[src/rtl/arp_cam_rnd_idx_pkg.sv]
// Shared types and helpers for the ARP CAM victim-index generator.
// Holds the FSM state enum, default Galois feedback masks and the LFSR step function.
package arp_cam_rnd_pkg;

  typedef enum logic [1:0] {
    IDLE = 2'd0,
    DRAW = 2'd1,
    HOLD = 2'd2
  } fsm_e;

  localparam logic [15:0] POLY_W16 = 16'hD35B;
  localparam logic [31:0] POLY_W32 = 32'h80200003;

  function automatic logic [63:0] default_poly(input int width);
    return (width == 32) ? 64'(POLY_W32) : 64'(POLY_W16);
  endfunction

  // Operands are zero-extended by the caller, so one 64-bit step serves every width.
  function automatic logic [63:0] lfsr_next(input logic [63:0] state, input logic [63:0] poly);
    return (state >> 1) ^ (state[0] ? poly : 64'd0);
  endfunction

endpackage

[src/rtl/arp_cam_rnd_idx_if.sv]
// Request/response and seed bus between the CAM controller (master) and the
// victim-index generator (slave).
interface arp_cam_rnd_idx_if #(
  parameter int WIDTH = 16,
  parameter int IDX_W = 4
);
  logic             SeedLoad;
  logic [WIDTH-1:0] SeedVal;
  logic [WIDTH-1:0] Rnd;
  logic             ReqVld;
  logic             ReqRdy;
  logic             RspVld;
  logic             RspRdy;
  logic [IDX_W-1:0] RspIdx;
  logic             RspFallback;

  modport master (
    output SeedLoad, SeedVal, ReqVld, RspRdy,
    input  Rnd, ReqRdy, RspVld, RspIdx, RspFallback
  );

  modport slave (
    input  SeedLoad, SeedVal, ReqVld, RspRdy,
    output Rnd, ReqRdy, RspVld, RspIdx, RspFallback
  );
endinterface

[src/rtl/arp_cam_rnd_idx_lfsr.sv]
// Free-running Galois LFSR with seed load. Define ARP_CAM_RND_LOCKUP_FIX_EN to
// replace a zero seed with all-ones, since zero is a fixed point of the register.
module arp_cam_lfsr
  import arp_cam_rnd_pkg::*;
#(
  parameter int               WIDTH = 16,
  parameter logic [WIDTH-1:0] POLY  = WIDTH'(default_poly(WIDTH))
) (
  input  logic             Clk,
  input  logic             Rst,
  input  logic             SeedLoad,
  input  logic [WIDTH-1:0] SeedVal,
  output logic [WIDTH-1:0] Rnd
);

  logic [WIDTH-1:0] seed_eff;
  logic [WIDTH-1:0] rnd_next;

`ifdef ARP_CAM_RND_LOCKUP_FIX_EN
  assign seed_eff = (SeedVal == '0) ? '1 : SeedVal;
`else
  assign seed_eff = SeedVal;
`endif

  assign rnd_next = WIDTH'(lfsr_next(64'(Rnd), 64'(POLY)));

  always_ff @(posedge Clk) begin
    if (Rst) begin
      Rnd <= '1;
    end else if (SeedLoad) begin
      Rnd <= seed_eff;
    end else begin
      Rnd <= rnd_next;
    end
  end

endmodule

[src/rtl/arp_cam_rnd_idx.sv]
// Victim-index generator: draws LFSR candidates until one is <= IDX_MAX, falling back
// to a round-robin index after MAX_TRIES rejects. Optional macro: ARP_CAM_RND_LOCKUP_FIX_EN.
module arp_cam_rnd_idx
  import arp_cam_rnd_pkg::*;
#(
  parameter int               WIDTH     = 16,
  parameter logic [WIDTH-1:0] POLY      = WIDTH'(default_poly(WIDTH)),
  parameter int               IDX_W     = 4,
  parameter int               IDX_MAX   = 15,
  parameter int               MAX_TRIES = 8
) (
  input  logic              Clk,
  input  logic              Rst,
  arp_cam_rnd_idx_if.slave  bus
);

  localparam logic [IDX_W-1:0] IDX_MAX_L  = IDX_W'(IDX_MAX);
  localparam logic [7:0]       TRIES_LAST = 8'(MAX_TRIES - 1);

  fsm_e             state_reg, state_next;
  logic [7:0]       tries_reg, tries_next;
  logic [IDX_W-1:0] rr_reg, rr_next;
  logic [IDX_W-1:0] idx_reg, idx_next;
  logic             vld_reg, vld_next;
  logic             fb_reg, fb_next;
  logic [WIDTH-1:0] rnd;
  logic [IDX_W-1:0] cand;
  logic             in_range;

  arp_cam_lfsr #(
    .WIDTH (WIDTH),
    .POLY  (POLY)
  ) u_lfsr (
    .Clk      (Clk),
    .Rst      (Rst),
    .SeedLoad (bus.SeedLoad),
    .SeedVal  (bus.SeedVal),
    .Rnd      (rnd)
  );

  // Candidate is the LFSR state before this edge's update.
  assign cand = rnd[IDX_W-1:0];

  // A full index range can never reject, so skip a comparison that is always true.
  generate
    if (IDX_MAX == (2 ** IDX_W) - 1) begin : g_full_range
      assign in_range = 1'b1;
    end else begin : g_part_range
      assign in_range = (cand <= IDX_MAX_L);
    end
  endgenerate

  always_comb begin
    state_next = state_reg;
    tries_next = tries_reg;
    rr_next    = rr_reg;
    idx_next   = idx_reg;
    vld_next   = vld_reg;
    fb_next    = fb_reg;
    case (state_reg)
      IDLE: begin
        if (bus.ReqVld) begin
          state_next = DRAW;
          tries_next = '0;
        end
      end
      DRAW: begin
        if (in_range) begin
          idx_next   = cand;
          fb_next    = 1'b0;
          vld_next   = 1'b1;
          state_next = HOLD;
        end else if (tries_reg == TRIES_LAST) begin
          idx_next   = rr_reg;
          fb_next    = 1'b1;
          vld_next   = 1'b1;
          rr_next    = (rr_reg == IDX_MAX_L) ? '0 : rr_reg + IDX_W'(1);
          state_next = HOLD;
        end else begin
          tries_next = tries_reg + 8'd1;
        end
      end
      HOLD: begin
        if (bus.RspRdy) begin
          vld_next   = 1'b0;
          state_next = IDLE;
        end
      end
      default: state_next = IDLE;
    endcase
  end

  always_ff @(posedge Clk) begin
    if (Rst) begin
      state_reg <= IDLE;
      tries_reg <= '0;
      rr_reg    <= '0;
      idx_reg   <= '0;
      vld_reg   <= 1'b0;
      fb_reg    <= 1'b0;
    end else begin
      state_reg <= state_next;
      tries_reg <= tries_next;
      rr_reg    <= rr_next;
      idx_reg   <= idx_next;
      vld_reg   <= vld_next;
      fb_reg    <= fb_next;
    end
  end

  assign bus.Rnd         = rnd;
  assign bus.ReqRdy      = (state_reg == IDLE) && !Rst;
  assign bus.RspVld      = vld_reg;
  assign bus.RspIdx      = idx_reg;
  assign bus.RspFallback = fb_reg;

endmodule

[src/flat_wrapper.sv]
// flat-port wrapper written by rule: the top's interface ports become plain ports
module arp_cam_rnd_idx_flat import arp_cam_rnd_pkg::*;
#(
  parameter int               WIDTH     = 16,
  parameter logic [WIDTH-1:0] POLY      = WIDTH'(default_poly(WIDTH)),
  parameter int               IDX_W     = 4,
  parameter int               IDX_MAX   = 15,
  parameter int               MAX_TRIES = 8
)
  (Clk, Rst, bus_SeedLoad, bus_SeedVal, bus_ReqVld, bus_RspRdy, bus_Rnd, bus_ReqRdy, bus_RspVld, bus_RspIdx, bus_RspFallback);
  arp_cam_rnd_idx_if #(.WIDTH(WIDTH), .IDX_W(IDX_W)) bus_i ();
  input  logic Clk;
  input  logic Rst;
  input wire logic [$bits(bus_i.SeedLoad)-1:0] bus_SeedLoad;
  input wire logic [$bits(bus_i.SeedVal)-1:0] bus_SeedVal;
  input wire logic [$bits(bus_i.ReqVld)-1:0] bus_ReqVld;
  input wire logic [$bits(bus_i.RspRdy)-1:0] bus_RspRdy;
  output wire logic [$bits(bus_i.Rnd)-1:0] bus_Rnd;
  output wire logic [$bits(bus_i.ReqRdy)-1:0] bus_ReqRdy;
  output wire logic [$bits(bus_i.RspVld)-1:0] bus_RspVld;
  output wire logic [$bits(bus_i.RspIdx)-1:0] bus_RspIdx;
  output wire logic [$bits(bus_i.RspFallback)-1:0] bus_RspFallback;
  assign bus_i.SeedLoad = bus_SeedLoad;
  assign bus_i.SeedVal = bus_SeedVal;
  assign bus_i.ReqVld = bus_ReqVld;
  assign bus_i.RspRdy = bus_RspRdy;
  assign bus_Rnd = bus_i.Rnd;
  assign bus_ReqRdy = bus_i.ReqRdy;
  assign bus_RspVld = bus_i.RspVld;
  assign bus_RspIdx = bus_i.RspIdx;
  assign bus_RspFallback = bus_i.RspFallback;
  arp_cam_rnd_idx #(.WIDTH(WIDTH), .POLY(POLY), .IDX_W(IDX_W), .IDX_MAX(IDX_MAX), .MAX_TRIES(MAX_TRIES)) u_core (.Clk(Clk), .Rst(Rst), .bus(bus_i));
endmodule
[config.mk]
export PLATFORM = sky130hd
export DESIGN_NAME = arp_cam_rnd_idx_flat
export DESIGN_NICKNAME = d
export VERILOG_FILES = /design/src/rtl/arp_cam_rnd_idx_pkg.sv /design/src/rtl/arp_cam_rnd_idx_if.sv /design/src/rtl/arp_cam_rnd_idx_lfsr.sv /design/src/rtl/arp_cam_rnd_idx.sv /design/src/flat_wrapper.sv
export SDC_FILE = /design/constraint.sdc
export NUM_CORES = 1
export LEC_CHECK = 0
export BUFFER_PORTS_ARGS = -buffer_cell sky130_fd_sc_hd__buf_2
export CORE_AREA = 2 2 56 58
export DETAILED_ROUTE_END_ITERATION = 7
export DIE_AREA = 0 0 58 60
export PLACE_DENSITY = 0.65
export SYNTH_ARGS = -nofsm -noshare
export SYNTH_HDL_FRONTEND = slang
export SYNTH_SLANG_ARGS = --single-unit
[constraint.sdc]
create_clock -name Clk -period 1.95 [get_ports Clk]
set_input_delay 0.585 -clock Clk [delete_from_list [all_inputs] [get_ports Clk]]
set_output_delay 0.585 -clock Clk [all_outputs]
set_load 0.03 [all_outputs]
==> results.yml <==
logic_synthesis:
  synth_cell_types: 20
  ys.flop_type: "dfxtp_1"
  synth_seq_cells: 23
  syn-cell-area_um2: 947
  synthArstFlopShare: 0
  netlist_instances: 92
  yosys_warnings: 0
  syn_nets: 113
  ys_seq_area_frac: 0.486
  synth-edff-count: 0
  avgSynthCellArea_um2: 10.3
final_layout:
  fin_nets: 154
  largest_reg_flops: 16
  drive_gt1_frac: 0.386
  final_area_um2: 1180
  areaGrowthSynthToFinish_pct: 24.4
  n_antenna_cell: 0
  fin_cells: 165
clock_tree:
  clkTransAtPathRegs_ps: 140
  cts_sinks: 23
  cts_tree: "yes"
  clk_latency_ps: 310
  ctsResizeCount: 0
  cts-root-buf: "clkbuf_4"
  post_cts_buffers: 0
  clockBufferDepth: 2
  ctsHtreeMaxLevel: 1
  cts_hold_buf: 0
  cts_buffers: 3
pwr:
  cellLeakagePower_uw: 0.000512
  power_density_nw_per_um2: 860
  ir_drop_mv: 0.440
drt:
  first_pass_iters: 5
  vias_per_cell: 4.65
  drtAntennaViolNets: 0
  wl_per_cell_um: 11.5
  vias: 768
  totalWireLength_um: 1890
  drc_errors: 0
  drtIter0Drc: 9
placement:
  dp.cells: 161
  dpl_cell_area_um2: 1150
  port-buffer-count: 42
  place.gp.congestion: 0.640
  hpwl_um: 1360
floorplanning:
  core_area_um2: 2900
  row_count: 20
  die_h_um: 60
  die_area_um2: 3480
  start_util: 0.326
  fp.dieW_um: 58
  pin_count: 44
sta:
  finalCritPeriodShare: 0.860
  fin_worst_skew_ps: 13.9
  rsz0062_at_grt: "false"
  fmax_mhz: 596
  slew_violations: 0
  finalSetupViolations: 0
  hold_viol: 0
  finalSetupTns_ps: 0
  period_minus_slack_ps: 1680
critical_path:
  critical_path_required_ps: 1360
  timing.rr.end: "u_core.u_lfsr.Rnd[15]"
  worstReg2RegStart: "u_core.u_lfsr.Rnd[0]"
  worstSetupEndpointType: "primary output"
  critPathLaunchType: "register"
  rrSetupSlack_ps: 910
  arrival_ps: 1090
  path_cells: "nor3_2 -> buf_2"
  crit_type: "reg -> out"
  critPathSlowestCell: "dfxtp_1"
  cp_max_fo: 4
  r2r_cells: 3
  slowest_delay_ps: 380
min_path:
  hold_start: "bus_SeedVal[7]"
  hold_path.class: "in -> reg"
  min_to: "u_core.u_lfsr.Rnd[7]"
  whs_path_depth: 2
global_route:
  first_global_vias: 711
  grt_max_degree: 25
  grt-ovfl-total: 0
  grtUsageTotal: 0.122
  grt_pass1_wl_um: 3190
  antenna_found_initial: 0
run_status:
  status: "finished, final reports clean"
run:
  cap_violations: 0
==> cells in the final DEF (no fill, tap or decap), drive strengths merged <==
master	instances
xnor2	9
a21oi	10
nor3b	9
nor2b	8
nor2	8
dfxtp	23
clkinv	1
a211oi	1
o21ai	1
mux2i	4
clkbuf	3
inv	1
buf	44
nor3	1
a211o	7
conb	1
and2	1
==> report_power, final <==
group          leakage, uW  internal, uW  switching [uW]
registers         0.000191           511            24.6
logic             0.000303           102             157
clock network    0.0000177          76.5             143
total             0.000512           689             324
==> Yosys cell counts (2+ instances only) <==
cell type / count / share of area
dfxtp_1: 23 / 0.49
a21oi_1: 10 / 0.053
nor3b_1: 9 / 0.071
xnor2_1: 9 / 0.083
a211o_1: 7 / 0.065
nor2_1: 7 / 0.028
nor2b_1: 7 / 0.046
mux2i_1: 4 / 0.042
buf_2: 3 / 0.016
buf_4: 2 / 0.016
buf_6: 2 / 0.024
==> per-stage QoR <==
step	util	total power, uW	setup WS (ps)	hold WS (ps)
floorplan	-	742	234	522
global placement	0.397	803	355	472
detailed placement	0.397	808	339	481
CTS	0.406	1020	252	464
global route	0.406	1070	175	450
finish	0.406	1010	273	466
==> worst max path at each step <==
| stage | end | startpoint | depth (start not counted) | slack [ps] |
|---|---|---|---|---|
| 2_1_floorplan | bus_ReqRdy | Rst | 2 | 230 |
| 3_3_place_gp | bus_ReqRdy | Rst | 3 | 350 |
| 3_5_place_dp | bus_ReqRdy | Rst | 3 | 340 |
| 4_1_cts | bus_ReqRdy | u_core.state_reg[1] | 2 | 250 |
| 5_1_grt | bus_ReqRdy | u_core.state_reg[1] | 2 | 180 |
| 6_report | bus_ReqRdy | u_core.state_reg[1] | 2 | 270 |
==> per-layer routing <==
metal	track usage	vias up	wire [um]
li1	-	387	-
met1	0.151	351	849
met2	0.188	28	885
met3	0.0411	2	138
met4	0.0598	0	17
met5	0	-	0
==> worst max-delay path: cells and delay by family (launching register included) <==
kind	cells	cell delay (ps)
buf+inv	1	220
simple gates	1	200
flops	1	380
==> cell families (layout without fill, tap and decap cells) <==
logic type | Yosys count | in the layout | share of synthesized area
other | 1 | 1 | 0.00396
and+or+nand+nor | 27 | 27 | 0.178
muxes | 4 | 4 | 0.0423
xor gates and xnor gates | 9 | 9 | 0.0832
AOI/OAI and AO/OA | 19 | 19 | 0.131
DFF | 23 | 23 | 0.486
buffers and inverters | 9 | 49 | 0.0753
==> final cells by class <==
class	count	area [um2]
tap	33	41.3
timing repair buffer	44	225
sequential	23	460
inverter	1	3.75
clock buffer	3	22.5
clock inverter	1	5.00
multi-input combinational	60	420
fill	315	1720
Note: power is estimated with default switching activity, not from simulation.
